## src/rtl/scan_pkg.sv

```systemverilog
// scan_pkg: shared definitions for the scan result buffer.
//   - command-bus register offsets relative to the block's base address
//   - status and control bit positions
//   - scan_rec_t, the 64-bit record captured per DAC scan step
package scan_pkg;

  // Register offsets on the 8-bit command bus
  localparam logic [7:0] SCAN_STATUS = 8'd0;
  localparam logic [7:0] SCAN_COUNT  = 8'd1;
  localparam logic [7:0] SCAN_DROPS  = 8'd2;

  // Status register bit positions (offset +0, read)
  localparam int ST_EMPTY     = 0;
  localparam int ST_FULL      = 1;
  localparam int ST_OVERFLOW  = 2;
  localparam int ST_UNDERFLOW = 3;

  // Control register bit positions (offset +0, write)
  localparam int CTRL_FLUSH = 0;
  localparam int CTRL_CLEAR = 1;

  // One record per scan step; time sits in the upper word.
  // ("time" is a reserved word, hence time_val.)
  typedef struct packed {
    logic [31:0] time_val;
    logic [31:0] signals;
  } scan_rec_t;

  // Assemble the status byte from the individual flags
  function automatic logic [7:0] pack_status(input logic empty_f, input logic full_f,
                                             input logic ovf_f, input logic und_f);
    logic [7:0] st;
    st               = 8'h00;
    st[ST_EMPTY]     = empty_f;
    st[ST_FULL]      = full_f;
    st[ST_OVERFLOW]  = ovf_f;
    st[ST_UNDERFLOW] = und_f;
    return st;
  endfunction

endpackage

```

## src/rtl/scan_fifo_mem.sv

```systemverilog
// scan_fifo_mem: simple dual-port record store, DEPTH x 64 bits.
//   clock50Mhz  in  : system clock
//   key_restart in  : synchronous active-low reset (read register only)
//   we/waddr/wdata  : write port, written on the rising edge when we=1
//   re/raddr        : read port, rdata registered on the rising edge when re=1
//   rdata       out : registered read data, holds between reads
// The array itself has no reset so it can map onto block RAM. A read and a
// write to the same address in one cycle return the old contents.
module scan_fifo_mem
  import scan_pkg::*;
#(
  parameter int DEPTH = 16,
  parameter int AW    = $clog2(DEPTH)
) (
  input  logic          clock50Mhz,
  input  logic          key_restart,
  input  logic          we,
  input  logic [AW-1:0] waddr,
  input  scan_rec_t     wdata,
  input  logic          re,
  input  logic [AW-1:0] raddr,
  output scan_rec_t     rdata
);

  scan_rec_t mem [DEPTH];

  always_ff @(posedge clock50Mhz) begin
    if (we) begin
      mem[waddr] <= wdata;
    end
  end

  always_ff @(posedge clock50Mhz) begin
    if (!key_restart) begin
      rdata <= '0;
    end else if (re) begin
      rdata <= mem[raddr];
    end
  end

endmodule

```

## src/rtl/scan_fifo.sv

```systemverilog
// scan_fifo: result buffer between the counter stage and the Ethernet read path.
//   clock50Mhz   in  : system clock
//   key_restart  in  : synchronous active-low reset
//   addr/data/write  : command bus (8-bit address, 8-bit write data, strobe)
//   data_out     out : combinational register read-back for the selector
//   step_done    in  : pulse, push {step_time, step_signals}
//   rd_req       in  : pulse, pop one record
//   rd_time/rd_signals/rd_valid out : popped record, valid pulse 1 cycle later
//   empty/full   out : occupancy flags
//   overflow     out : sticky, a record was dropped
// Register map (relative to ADDR_BASE):
//   +0 R status {0000, underflow, overflow, full, empty}
//   +0 W bit0 flush pointers, bit1 clear flags and drop counter
//   +1 R count, +2 R drops
module scan_fifo
  import scan_pkg::*;
#(
  parameter int         DEPTH     = 16,
  parameter logic [7:0] ADDR_BASE = 8'h40
) (
  input  logic        clock50Mhz,
  input  logic        key_restart,
  input  logic [7:0]  addr,
  input  logic [7:0]  data,
  input  logic        write,
  output logic [7:0]  data_out,
  input  logic        step_done,
  input  logic [31:0] step_time,
  input  logic [31:0] step_signals,
  input  logic        rd_req,
  output logic [31:0] rd_time,
  output logic [31:0] rd_signals,
  output logic        rd_valid,
  output logic        empty,
  output logic        full,
  output logic        overflow
);

  localparam int AW = $clog2(DEPTH);
  localparam int CW = AW + 1;
  localparam logic [CW-1:0] FULL_CNT = CW'(DEPTH);

  logic [AW-1:0] wp;
  logic [AW-1:0] rp;
  logic [CW-1:0] count;
  logic          underflow;
  logic [7:0]    drops;

  logic      ctrl_wr;
  logic      flush;
  logic      clear;
  logic      push;
  logic      pop;
  logic      ovf_ev;
  logic      und_ev;
  scan_rec_t wr_rec;
  scan_rec_t rd_rec;

  // Control bits above CLEAR are reserved
  logic unused_data;
  assign unused_data = ^data[7:2];

  assign ctrl_wr = write && (addr == ADDR_BASE + SCAN_STATUS);
  assign flush   = ctrl_wr && data[CTRL_FLUSH];
  assign clear   = ctrl_wr && data[CTRL_CLEAR];

  assign empty = (count == '0);
  assign full  = (count == FULL_CNT);

  // A pop frees a slot in the same cycle, so a push into a full buffer is
  // accepted when a pop accompanies it. Flush suppresses both and also
  // suppresses the overflow/underflow events they would otherwise raise.
  assign pop    = rd_req && !empty && !flush;
  assign push   = step_done && !flush && (!full || pop);
  assign ovf_ev = step_done && !flush && full && !pop;
  assign und_ev = rd_req && !flush && empty;

  assign wr_rec.time_val = step_time;
  assign wr_rec.signals  = step_signals;

  always_ff @(posedge clock50Mhz) begin
    if (!key_restart) begin
      wp    <= '0;
      rp    <= '0;
      count <= '0;
    end else if (flush) begin
      wp    <= '0;
      rp    <= '0;
      count <= '0;
    end else begin
      if (push) wp <= wp + AW'(1);
      if (pop)  rp <= rp + AW'(1);
      if (push && !pop) begin
        count <= count + CW'(1);
      end else if (pop && !push) begin
        count <= count - CW'(1);
      end
    end
  end

  // Sticky flags and drop counter; clear wins over a same-cycle event
  always_ff @(posedge clock50Mhz) begin
    if (!key_restart) begin
      overflow  <= 1'b0;
      underflow <= 1'b0;
      drops     <= 8'h00;
    end else if (clear) begin
      overflow  <= 1'b0;
      underflow <= 1'b0;
      drops     <= 8'h00;
    end else begin
      if (ovf_ev) overflow <= 1'b1;
      if (ovf_ev && drops != 8'hFF) drops <= drops + 8'd1;
      if (und_ev) underflow <= 1'b1;
    end
  end

  always_ff @(posedge clock50Mhz) begin
    if (!key_restart) begin
      rd_valid <= 1'b0;
    end else begin
      rd_valid <= pop;
    end
  end

  scan_fifo_mem #(
    .DEPTH (DEPTH),
    .AW    (AW)
  ) u_mem (
    .clock50Mhz  (clock50Mhz),
    .key_restart (key_restart),
    .we          (push),
    .waddr       (wp),
    .wdata       (wr_rec),
    .re          (pop),
    .raddr       (rp),
    .rdata       (rd_rec)
  );

  assign rd_time    = rd_rec.time_val;
  assign rd_signals = rd_rec.signals;

  always_comb begin
    data_out = 8'h00;
    if (addr == ADDR_BASE + SCAN_STATUS) begin
      data_out = pack_status(empty, full, overflow, underflow);
    end else if (addr == ADDR_BASE + SCAN_COUNT) begin
      data_out = 8'(count);
    end else if (addr == ADDR_BASE + SCAN_DROPS) begin
      data_out = drops;
    end
  end

endmodule

```

## config.mk

```make
export PLATFORM = sky130hd
export DESIGN_NAME = scan_fifo
export DESIGN_NICKNAME = d
export VERILOG_FILES = /design/src/rtl/scan_pkg.sv /design/src/rtl/scan_fifo_mem.sv /design/src/rtl/scan_fifo.sv
export SDC_FILE = /design/constraint.sdc
export NUM_CORES = 1
export LEC_CHECK = 0
export CAP_MARGIN = 5
export CORE_UTILIZATION = 30
export DETAILED_ROUTE_END_ITERATION = 10
export GPL_TIMING_DRIVEN = 0
export SYNTH_ARGS = -nofsm -noshare
export SYNTH_HDL_FRONTEND = slang
export SYNTH_SLANG_ARGS = --single-unit
export TNS_END_PERCENT = 50
```

## constraint.sdc

```tcl
create_clock -name clock50Mhz -period 12.12 [get_ports clock50Mhz]
set_input_delay 1.212 -clock clock50Mhz [delete_from_list [all_inputs] [get_ports clock50Mhz]]
set_output_delay 1.212 -clock clock50Mhz [all_outputs]
set_load 0.01 [all_outputs]
```

Word-level counts from Yosys, hierarchy flattened
Memories as Yosys holds them, arrays and structs flattened. A register that Yosys moved wholly into a read port is not among the register bits.
Cells that the tools add are included.
{"block": "op_classes", "n_addsub": 5, "n_eq_ne": 5, "mux": 7, "bitwise_logic": 1, "n_reduce_logical": 25}
{"operator": "== test 8 x 7 -> 1 bit (second input constant)", "count": 3}
{"operator": "two-way mux 8 bit", "count": 3}
{"operator": "logical AND 1 bit", "count": 14}
{"operator": "two-way mux 5 bit", "count": 2}
{"operator": "adder 4 x 1 -> 4 bit (second input constant)", "count": 2}
{"operator": "adder 8 x 1 -> 8 bit (second input constant)", "count": 1}
{"operator": "inequality test 8 bit (second input constant)", "count": 1}
{"operator": "logical NOT 1 bit", "count": 6}
{"operator": "adder 5 x 1 -> 5 bit (second input constant)", "count": 1}
{"operator": "== test 5 bit (second input constant)", "count": 1}
{"operator": "logical NOT 5 bit", "count": 1}
{"operator": "subtractor 5 x 1 -> 5 bit (second input constant)", "count": 1}
{"operator": "OR reduction 2 bit", "count": 2}
{"operator": "two-way mux 1 bit", "count": 2}
{"operator": "nonzero test 2 bit", "count": 1}
{"operator": "logical OR 1 bit", "count": 1}
{"operator": "NOT 1 bit", "count": 1}
{"block": "totals", "ff_bits": 24, "ram_bits": 1024, "inputBits": 85, "out_inout_bits": 76, "wordCells": 51, "mem_count": 1}
{"name": "u_mem.mem", "words": 16, "width": 64, "rd": 1, "rd_ports_with_merged_regs": 1, "wr": 1, "line_no": "scan_fifo_mem.sv:25", "source": "scan_rec_t mem [DEPTH];"}

Longest topological paths before layout
Gate-level depths: netlist (run 1).
{"block": "logic_depth", "ltp_word": 11, "depth_mapped": 13, "depth_no_buf": 11}

Hierarchy
From an unflattened synthesis (run 1), not the netlist that was laid out.
{"block": "hier_totals", "cells_unflattened": 2583, "area_unflattened_um2": 43020.0}
{"mod": "scan_fifo_mem", "instances": 1, "cells_per_inst": 2403, "area_each_um2": 41559.9, "seq_area_each_um2": 32030.7}
{"mod": "scan_fifo", "instances": 1, "cells_per_inst": 180, "area_each_um2": 1460.2, "seq_area_each_um2": 480.5}

Worst setup path before layout (run 1)
Ideal clock, no wire load.
{"block": "synth_path", "kind": "input -> register", "from": "input rd_req", "to": "memory u_mem.mem[0][0] in the netlist's numbering (enable)", "setup_ns": 0.565, "t_arrival_ns": 6.317, "required_ns": 11.555, "slack_ns": 5.238, "path_stages": 6, "path_buffers": 1, "path_cell_list": "inv_1 > a31oi_1 > and2_1 > buf_2 > nand2_1 > nor3_1"}
{"block": "synth_via", "elab_chain_cells": 6}
{"element": "from (decl)", "line_no": "scan_fifo.sv:30", "source": "input logic rd_req,"}
{"element": "logical AND 1 bit (2 in series)", "line_no": "scan_fifo.sv:73", "source": "assign pop = rd_req && !empty && !flush;"}
{"element": "logical OR 1 bit", "line_no": "scan_fifo.sv:74", "source": "assign push = step_done && !flush && (!full || pop);"}
{"element": "logical AND 1 bit", "line_no": "scan_fifo.sv:74"}
{"element": "net push", "line_no": "scan_fifo.sv:52", "source": "logic push;"}
{"element": "two-way mux 1 bit", "line_no": "scan_fifo_mem.sv:28", "source": "if (we) begin"}
{"element": "two-way mux 1 bit (not written as such)", "line_no": "scan_fifo_mem.sv:29", "source": "mem[waddr] <= wdata;"}
{"element": "to (decl)", "line_no": "scan_fifo_mem.sv:25"}
The timed path passes the listed nets, and every way through them passes these cells.

Worst setup path after layout (run 1)
{"block": "layout_path", "from": "input addr[1]", "to": "output data_out[0]"}
{"block": "layout_via", "elab_chain_cells": 4, "elab_cells_between_ends": 6, "classes_between": "eq/ne: 3; mux: 3"}
{"element": "from (decl)", "line_no": "scan_fifo.sv:23", "source": "input logic [7:0] addr,"}
{"element": "== test 8 x 7 -> 1 bit", "line_no": "scan_fifo.sv:149", "source": "end else if (addr == ADDR_BASE + SCAN_DROPS) begin"}
{"element": "two-way mux 8 bit", "line_no": "scan_fifo.sv:149"}
{"element": "two-way mux 8 bit", "line_no": "scan_fifo.sv:147", "source": "end else if (addr == ADDR_BASE + SCAN_COUNT) begin"}
{"element": "two-way mux 8 bit (*)", "line_no": "scan_fifo.sv:145", "source": "if (addr == ADDR_BASE + SCAN_STATUS) begin"}
{"element": "to (decl)", "line_no": "scan_fifo.sv:26", "source": "output logic [7:0] data_out,"}
Mark *: on every way between the ends. The rest lies on a longest branch, timed or not.

==> results.toml, run 1 <==
[critical_path]
cp.buffers_inverters = 3
critical_path_max_stage_delay_ps = 560
path_class = "primary input to output port"
critPathLaunchType = "primary input"
crit_arrival_ps = 3130
crit_slowest_cell = "sky130_fd_sc_hd__clkdlybuf4s50_1"
crit_path_cell_trace = "clkdlybuf4s50_1, inv_1, nor2_1, a22oi_1, nor2_1, clkdlybuf4s50_1"
largest_fanout_on_the_critical_path = 8
critical_path.endpoint_type = "output port"
critical_path_required_ps = 10910
critPathTopFamily = "buffers and inverters"

[sta]
tightest_slew_ps = 1070
timing.slew.headroom_pct = 28.4
timing.fmax_ghz = 0.230
finalHoldViolCount = 0
timing.final.crit_period_ps = 4350
rsz0062_at_grt = "false"
finalSetupViolations = 0
post_route_setup_tns_ps = 0
fin_worst_hold_slack_ps = 477
period_share_pct = 35.9
timing.clock.skew_ps = 24.7
timing.final.max_slew_violations = 0

[power]
vdd_ir_drop_max_mv = 0.128
power_per_cell_area_nw_per_um2 = 195
power.leakage_uw = 0.0156

[synth]
postSynth.topFlopCell = "sky130_fd_sc_hd__edfxtp_1"
synth-edff-count = 1024
synth_cell_types = 46
synth.net_count = 1995
synth_seq_area_share_pct = 77.7
post_synth_inst_count = 1899
synth_area_sq_um = 41800
synthDominantCellAreaShare_pct = 73.5
synthTopCellsByCount = "1024 x sky130_fd_sc_hd__edfxtp_1, 256 x sky130_fd_sc_hd__mux4_2, 130 x sky130_fd_sc_hd__a22oi_1"
mean_instance_size_in_the_synthesized_netlist_sq_um = 22.0
synth_top_area_cell = "sky130_fd_sc_hd__edfxtp_1"
synth.top_cells.by_area = "sky130_fd_sc_hd__edfxtp_1 74%, sky130_fd_sc_hd__mux4_2 14%, sky130_fd_sc_hd__dfxtp_1 4.2%, sky130_fd_sc_hd__a22oi_1 2.3%, sky130_fd_sc_hd__a22o_1 1.3%"
flop_and_latch_count_out_of_synthesis = 1112
synth.most_common_cell = "sky130_fd_sc_hd__edfxtp_1"
ys.warnings.count = 0
synthArstFlopShare_pct = 0

[placement]
placed_cell_area_sq_um = 46900
dpl.hpwl_um = 67800
finalWeightedCongestion = 0.745
place.port_buffers = 153

[layout]
drive_above_1_share_pct = 24.2
area_delta_synth_final_pct = 20.5
final_area_sq_um = 50400
final_nets = 2334
ff_latch_area_sq_um = 32500
fill_cells = 12400
multi_input_comb_area_sq_um = 8740

[clocking]
cts_root_buf = "sky130_fd_sc_hd__clkbuf_16"
max-clock-path-buffers = 3
worst_setup_hold_path_clk_slew_ps = 60
cts_tree = "built"
cts-hold-fix-buffers = 0
clkLatencyLatePin_ps = 670
clkSinkCount = 1112
numCtsBuffers = 112
cts_resized = 0
clock_tree.htree_level_count = 3
post-cts-setup-buffers = 0

[die]
initial_core_util_pct = 30.4
rows = 136
dieArea_sq_um = 141000
core_area_sq_um = 138000
ios = 161
fp.dieH_um = 375
chipWidth_um = 375

[routing]
viasPerCell = 4.95
drt-pass1-iter-count = 5
drt_iter0_drc = 1839
wl_um = 103000
drc_errors = 0
detailroute.via_count = 20400
antenna_violating_nets_post_route = 0
post_drt_wl_per_cell_um = 24.9

[global_routing]
grt_antenna_before_repair = 15
grt_util_all_layers_pct = 14.4
grt_pass1_wl_um = 148000
grt_max_degree = 24
globalRouteOverflowTotal = 0
number_of_global_route_vias_before_repair = 21500

[status]
status = "finished, final reports clean"

[hold_path]
hold_path_class = "flip-flop to flip-flop"

[run]
cap_viol_max_count = 0
-- cells in the final DEF, fill, tap and decap left out, types with 4 or more instances in the layout --
cell | netlist | layout
sky130_fd_sc_hd__a22oi_1 | 130 | 130
sky130_fd_sc_hd__nand2_1 | 74 | 74
sky130_fd_sc_hd__clkbuf_16 | 0 | 113
sky130_fd_sc_hd__clkbuf_8 | 0 | 4
sky130_fd_sc_hd__a22o_1 | 64 | 64
sky130_fd_sc_hd__clkinv_2 | 0 | 20
sky130_fd_sc_hd__clkdlybuf4s50_1 | 0 | 153
sky130_fd_sc_hd__nand4_1 | 5 | 5
sky130_fd_sc_hd__buf_2 | 10 | 10
sky130_fd_sc_hd__clkinv_1 | 0 | 17
sky130_fd_sc_hd__nand3_1 | 8 | 8
sky130_fd_sc_hd__buf_16 | 0 | 9
sky130_fd_sc_hd__xnor2_1 | 7 | 7
sky130_fd_sc_hd__clkinvlp_4 | 0 | 5
sky130_fd_sc_hd__clkbuf_1 | 36 | 68
sky130_fd_sc_hd__nor2_4 | 0 | 12
sky130_fd_sc_hd__mux4_2 | 256 | 256
sky130_fd_sc_hd__edfxtp_1 | 1024 | 1024
sky130_fd_sc_hd__buf_12 | 0 | 27
sky130_fd_sc_hd__buf_1 | 20 | 20
sky130_fd_sc_hd__dfxtp_1 | 88 | 88
sky130_fd_sc_hd__mux2i_1 | 8 | 8
sky130_fd_sc_hd__o21ai_0 | 4 | 4
sky130_fd_sc_hd__and3_1 | 5 | 5
sky130_fd_sc_hd__inv_1 | 9 | 9
sky130_fd_sc_hd__nor3_2 | 2 | 6
sky130_fd_sc_hd__and2_1 | 4 | 4
sky130_fd_sc_hd__ha_1 | 10 | 10
sky130_fd_sc_hd__buf_4 | 10 | 11
sky130_fd_sc_hd__nor2_1 | 44 | 32
sky130_fd_sc_hd__buf_6 | 29 | 61
sky130_fd_sc_hd__bufinv_16 | 0 | 7
sky130_fd_sc_hd__xor2_1 | 5 | 5
sky130_fd_sc_hd__a21oi_1 | 9 | 9
-- where the power goes --
group / total [uW] / internal [uW] / switching [uW]
clock network: 3290 / 1880 / 1410
registers: 4440 / 4350 / 94.6
logic: 2080 / 1060 / 1020
-- cell type report --
class                   count  area share [%]
flip-flops and latches   1112            64.5
multi-input cells         673            17.3
clock buffers             149            5.96
repair buffers            225            5.42
well taps                1794            4.45
plain buffers             105            1.31
clock inverters            54           0.926
inverters                   9          0.0670
diodes                      2         0.00993
-- flip-flops by register name, summed over array words and instances, names as in the netlist --
register,count
u_mem.mem,1024
u_mem.rdata,64
drops,8
count,5
rp,4
wp,4
overflow,1
rd_valid,1
underflow,1
-- metrics by stage --
stage	util, %	setup WS (ps)	cells	total power (uW)
4_1_cts	36.6	7810	4121	9920
5_1_grt	36.6	7640	4121	10200
3_5_place_dp	34.0	7430	3918	6640
3_3_place_gp	33.1	-1280	3846	6600
6_report	36.6	7770	4123	9810
2_1_floorplan	-	5240	1899	5890
-- layer usage --
metal | GRT usage, % | vias to the layer above | part of all wire, %
met5 | 0 | - | 0.097
met4 | 3.22 | 16 | 1.9
met3 | 3.45 | 163 | 6.8
met2 | 25.1 | 680 | 51
met1 | 18.1 | 10800 | 40
li1 | - | 8706 | -
-- kinds of logic (layout without fill, tap and decap cells) --
group	after synthesis	after routing	share of synthesized area, %
simple gates	169	169	2.00
compound gates	216	216	4.03
fa+ha+maj	11	11	0.347
flops	1112	1112	77.7
mux	265	265	14.0
buf+inv	114	542	1.66
other cells	0	2	0
xor+xnor	12	12	0.251
-- path summary, 6_finish.rpt --
kind              startpoint                to  slack [ps]  depth (start not counted)
min          u_mem.rdata[49]   u_mem.rdata[49]         480                          1
max reg2reg         count[0]  u_mem.mem[0][54]        8870                          9
max                  addr[1]       data_out[0]        7770                          6
min reg2reg  u_mem.rdata[49]   u_mem.rdata[49]         480                          1
Note: power is estimated with default switching activity, not from simulation.
==> inputs of run 2 (changes only) <==
==> constraint.sdc (replaced) <==
create_clock -name clock50Mhz -period 4.3 [get_ports clock50Mhz]
set_input_delay 0.43 -clock clock50Mhz [delete_from_list [all_inputs] [get_ports clock50Mhz]]
set_output_delay 0.43 -clock clock50Mhz [all_outputs]
set_load 0.01 [all_outputs]
==> run 2 against run 1 <==
Compared with the run above:
- combinational power grew to 2.9 times the previous value
- non-clock buffer count shrank 15
- critical path depth grew 4
- worst setup slack lost 6900 ps
- global-route usage grew 0.27 points
- clock power grew to 2.9 times the previous value
- sequential share of layout area shrank 0.30 points
- cell count shrank 0.19%
- core utilization grew 0.17 points
- wire length grew 2.2%
- first-iteration DRC count grew 19%
- largest cell class unchanged
- critical path type is now primary input to flip-flop
- clock-buffer cell count grew 5
==> results.toml, run 2 (synthesis gave the netlist of run 1 again) <==
[sta]
tightest_slew_ps = 1020
timing.final.max_slew_violations = 0
rsz0062_at_grt = "false"
timing.slew.headroom_pct = 31.7
timing.final.crit_period_ps = 3420
timing.clock.skew_ps = 27.0
fin_worst_hold_slack_ps = 442
post_route_setup_tns_ps = 0
period_share_pct = 79.6
finalSetupViolations = 0
timing.fmax_ghz = 0.292
finalHoldViolCount = 0

[global_routing]
grt_util_all_layers_pct = 14.7
globalRouteOverflowTotal = 0
grt_pass1_wl_um = 150000
number_of_global_route_vias_before_repair = 21400
grt_max_degree = 23
grt_antenna_before_repair = 15

[routing]
wl_um = 105000
post_drt_wl_per_cell_um = 25.5
viasPerCell = 5.01
detailroute.via_count = 20600
drt_iter0_drc = 2182
antenna_violating_nets_post_route = 0
drc_errors = 0
drt-pass1-iter-count = 5

[critical_path]
crit_arrival_ps = 3800
worst_setup_path_endpoint = "u_mem.mem[2][51]"
largest_fanout_on_the_critical_path = 12
critPathTopFamily = "buffers and inverters"
cp.buffers_inverters = 6
crit_path_cell_trace = "clkdlybuf4s50_1, inv_1, a31oi_1, and2_1, buf_2, nand2_1, nor3_4, buf_16, buf_16, buf_16"
r2r-end = "u_mem.mem[2][51]"
regToRegSetupSlack_ps = 880
r2r.worst_path.cells = 9
critical_path.endpoint_type = "flip-flop"
setup.worst_path.start = "rd_req"
cp_dominant_cell_by_count = "sky130_fd_sc_hd__buf_16"
critical_path_max_stage_delay_ps = 860
critPathLaunchType = "primary input"
crit_slowest_cell = "sky130_fd_sc_hd__nor3_4"
path_class = "primary input to flip-flop"
cp.depth = 10
critical_path_required_ps = 4670
crit-reg2reg-launch = "count[0]"

[clocking]
cts_tree = "built"
cts-hold-fix-buffers = 0
clock_tree.htree_level_count = 3
worst_setup_hold_path_clk_slew_ps = 60
clkLatencyLatePin_ps = 680
cts_resized = 0
clkSinkCount = 1112
cts_root_buf = "sky130_fd_sc_hd__clkbuf_16"
post-cts-setup-buffers = 0
max-clock-path-buffers = 3
numCtsBuffers = 111

[layout]
final_nets = 2318
area_delta_synth_final_pct = 21.0
largest_register_ff_count = 1024
layout.core_utilization_pct = 36.7
drive_above_1_share_pct = 24.0
largest_register = "u_mem.mem"
most-common-layout-cells = "1024 x sky130_fd_sc_hd__edfxtp_1, 256 x sky130_fd_sc_hd__mux4_2, 153 x sky130_fd_sc_hd__clkdlybuf4s50_1"
fin_cells = 4115
reg_top3 = "u_mem.mem x1024, u_mem.rdata x64, drops x8"
final_area_sq_um = 50600
final_common_cell = "sky130_fd_sc_hd__edfxtp_1"

[placement]
place.port_buffers = 153
finalWeightedCongestion = 0.778
placed_cells = 3902
dpl.hpwl_um = 67800
placed_cell_area_sq_um = 47000

[die]
core_area_sq_um = 138000
rows = 136
fp.dieH_um = 375
ios = 161
initial_core_util_pct = 30.4
dieArea_sq_um = 141000
chipWidth_um = 375

[power]
power.leakage_uw = 0.0156
vdd_ir_drop_max_mv = 0.358
power_per_cell_area_nw_per_um2 = 554

[run]
cap_viol_max_count = 0

[hold_path]
hold_path_class = "primary input to flip-flop"
hold_start = "addr[0]"

[status]
status = "finished, final reports clean"
[run 2: area by class of cell]
cell class,count,area (sq um)
Fill cell,12400,87200
Sequential cell,1112,32500
Multi-Input combinational cell,673,8760
Clock buffer,154,3070
Timing Repair Buffer,210,2800
Tap cell,1794,2240
Buffer,105,662
Clock inverter,55,542
Inverter,9,33.8
Antenna cell,3,7.51
[run 2: worst min-delay path by stage]
stage                end  slack, ps  cells after the start
2_1_floorplan  underflow        440                      2
3_3_place_gp   underflow        450                      2
6_report       underflow        440                      5
5_1_grt        underflow        450                      5
4_1_cts        underflow        380                      5
3_5_place_dp   underflow        460                      2
[run 2: per-layer routing]
layer	part of all wire (%)	vias up	GRT usage (%)
li1	-	8678	-
met5	0.12	-	0
met2	50	775	24.6
met1	40	11000	18.7
met3	7.8	176	3.73
met4	2.5	20	4.25
[run 2: power breakdown]
group          internal, uW  total (uW)  switching (uW)
Clock                  5580        9570            3990
Sequential            12300       12500             274
Combinational          3020        5950            2930
[run 2: metrics by stage]
| stage | power, uW | setup WS, ps |
|---|---|---|
| floorplan | 16600 | -151 |
| global placement | 18600 | -4780 |
| detailed placement | 18800 | 168 |
| CTS | 28400 | 835 |
| global route | 29000 | 724 |
| finish | 28000 | 876 |
[run 2: worst reg2reg max path, stage by stage, from the launching register on]
cell and delay (ps):
sky130_fd_sc_hd__dfxtp_1 500, sky130_fd_sc_hd__nor4_4 130, sky130_fd_sc_hd__a31oi_1 450, sky130_fd_sc_hd__and2_1 190
sky130_fd_sc_hd__buf_2 150, sky130_fd_sc_hd__nand2_1 250, sky130_fd_sc_hd__nor3_4 860, sky130_fd_sc_hd__buf_16 240
sky130_fd_sc_hd__buf_16 170, sky130_fd_sc_hd__buf_16 160
==> inputs of run 3 (changes only) <==
==> constraint.sdc (replaced) <==
create_clock -name clock50Mhz -period 2.9 [get_ports clock50Mhz]
set_input_delay 0.29 -clock clock50Mhz [delete_from_list [all_inputs] [get_ports clock50Mhz]]
set_output_delay 0.29 -clock clock50Mhz [all_outputs]
set_load 0.01 [all_outputs]
==> run 3 against run 2 <==
Compared with the run above:
- cell count grew 0.29%
- first-iteration DRC count shrank 5.3%
- critical path depth shrank 1
- via count shrank 1.3%
- combinational power grew 50%
- clock-buffer cell count shrank 24
- worst setup slack lost 780 ps
- design area grew 0.85%
- clock power grew 56%
- sequential cell count is the same
- highest routed layer unchanged
==> results.toml, run 3 (synthesis gave the netlist of run 1 again) <==
[status]
status = "finished, final reports clean"

[layout]
most-common-layout-cells = "1024 x sky130_fd_sc_hd__edfxtp_1, 256 x sky130_fd_sc_hd__mux4_2, 151 x sky130_fd_sc_hd__clkdlybuf4s50_1"
fill_cells = 12400
drive_above_1_share_pct = 25.4
largest_register = "u_mem.mem"
final_common_cell = "sky130_fd_sc_hd__edfxtp_1"
reg_top3 = "u_mem.mem x1024, u_mem.rdata x64, drops x8"
area_delta_synth_final_pct = 22.1
final_nets = 2331
largest_register_ff_count = 1024
layout.core_utilization_pct = 37.1

[critical_path]
cp.buffers_inverters = 4
r2r.worst_path.cells = 9
r2r-end = "u_mem.mem[14][34]"
crit_slowest_cell = "sky130_fd_sc_hd__nor2_4"
critical_path_max_stage_delay_ps = 580
crit_path_cell_trace = "nor4_4, buf_4, a31oi_4, and2_1, buf_6, nand2_1, nor2_4, buf_12, buf_12"
largest_fanout_on_the_critical_path = 20
critical_path.endpoint_type = "flip-flop"
regToRegSetupSlack_ps = 100
path_class = "flip-flop to flip-flop"
critPathTopFamily = "simple AND/OR/NAND/NOR gates"
cp_dominant_cell_by_count = "sky130_fd_sc_hd__buf_12"
critical_path_required_ps = 3260
critPathLaunchType = "flip-flop"
crit-reg2reg-launch = "count[1]"
crit_arrival_ps = 3160

[clocking]
clkLatencyLatePin_ps = 710
cts_root_buf = "sky130_fd_sc_hd__clkbuf_16"
worst_setup_hold_path_clk_slew_ps = 70
cts-hold-fix-buffers = 0
numCtsBuffers = 109
clkSinkCount = 1112
clock_tree.htree_level_count = 3
max-clock-path-buffers = 3
cts_tree = "built"

[sta]
timing.clock.skew_ps = 47.8
timing.slew.headroom_pct = 33.7
timing.fmax_ghz = 0.357
tightest_slew_ps = 995
timing.final.crit_period_ps = 2800
finalHoldViolCount = 0
period_share_pct = 96.5
rsz0062_at_grt = "true"
finalSetupViolations = 0
timing.final.max_slew_violations = 0

[power]
finalPower_uw = 42400
power.leakage_uw = 0.0159
power_per_cell_area_nw_per_um2 = 830
vdd_ir_drop_max_mv = 0.606

[die]
chipWidth_um = 375
dieArea_sq_um = 141000
fp.dieH_um = 375
rows = 136
ios = 161
initial_core_util_pct = 30.4
core_area_sq_um = 138000

[global_routing]
use_met2_pct = 25.9
gr-usage-met3_pct = 3.50
grt_util_all_layers_pct = 14.8
grt_pass1_wl_um = 151000
globalRouteOverflowTotal = 0
groute.layer.met1.usage_pct = 18.1
grt_max_degree = 23
busiest_layer = "met2"
grt_antenna_before_repair = 16
number_of_global_route_vias_before_repair = 21900

[hold_path]
hold_path_class = "primary input to flip-flop"
whs_endpoint = "underflow"
hold_start = "addr[0]"
whs_path_depth = 5

[placement]
place.port_buffers = 153
finalWeightedCongestion = 0.785
dpl.hpwl_um = 68800

[routing]
drc_errors = 0
antenna_violating_nets_post_route = 0
drt_iter0_drc = 2067
viasPerCell = 4.93
detailroute.via_count = 20300
drt-pass1-iter-count = 5
post_drt_wl_per_cell_um = 25.4
wl_um = 105000

[run]
cap_viol_max_count = 0
## run 3: cell types whose count changed in the layout (fill, tap and decap cells not counted), moves of 6 or more
cell	before	now
sky130_fd_sc_hd__bufinv_16	10	20
sky130_fd_sc_hd__buf_8	2	11
sky130_fd_sc_hd__clkinv_1	12	20
sky130_fd_sc_hd__buf_4	10	21
sky130_fd_sc_hd__buf_12	35	27
sky130_fd_sc_hd__clkbuf_1	70	51
sky130_fd_sc_hd__clkbuf_16	115	109
## run 3: metrics by stage
stage	cell area, sq um	worst slack (ps)	hold slack [ps]	instances	TNS [ps]
5_1_grt	51100	-1.64	415	4126	-2.48
2_1_floorplan	41900	-320	389	1899	-248920
3_5_place_dp	47100	-772	467	3906	-394030
3_3_place_gp	45700	-3460	453	3846	-3288140
4_1_cts	51000	7.46	277	4114	0
6_report	51100	100	330	4127	0
## run 3: layout make-up
class / instances / area [sq um] / area share (%)
clock buffer: 130 / 2860 / 5.59
buffer: 105 / 673 / 1.32
timing repair buffer: 225 / 2940 / 5.76
tap: 1794 / 2240 / 4.40
multi-input combinational: 673 / 8800 / 17.2
antenna: 4 / 10.0 / 0.0196
inverter: 9 / 33.8 / 0.0662
sequential: 1112 / 32500 / 63.7
clock inverter: 75 / 987 / 1.93
## run 3: what timing repair did
| item | CTS | global route |
|---|---|---|
| setup endpoints to repair | 37 | 133 |
| pin swaps | 3 | 6 |
| buffers inserted | 3 | 8 |
| gates resized for setup | 0 | 15 |
## run 3: worst max path at each step
stage                  start                 to  slack (ps)  depth (start not counted)
global placement      rd_req    u_mem.mem[5][3]       -3460                          7
floorplan           count[1]   u_mem.mem[13][0]        -320                          6
finish              count[1]  u_mem.mem[14][34]         100                          9
global route        count[1]   u_mem.mem[5][39]          -2                          9
CTS                    rp[1]    u_mem.rdata[17]           7                          7
detailed placement    rd_req   u_mem.mem[9][53]        -770                         10
## run 3: report_power, final
group	internal (uW)	switching [uW]	total [uW]
registers	18200	372	18600
clock network	8850	6060	14900
logic	4520	4390	8910
total	31600	10800	42400
## run 3: per-layer routing
metal / routed length [um] / up-vias
met1: 41400 / 10800
li1: - / 8717
met3: 7180 / 150
met5: 114 / -
met2: 53800 / 647
met4: 2270 / 18
## run 3: worst min-delay path: stages
cell                      delay (ps)
sky130_fd_sc_hd__buf_4           140
sky130_fd_sc_hd__nor3b_2          80
sky130_fd_sc_hd__nand4_2         230
sky130_fd_sc_hd__a31oi_1         130
sky130_fd_sc_hd__nor2_1           90
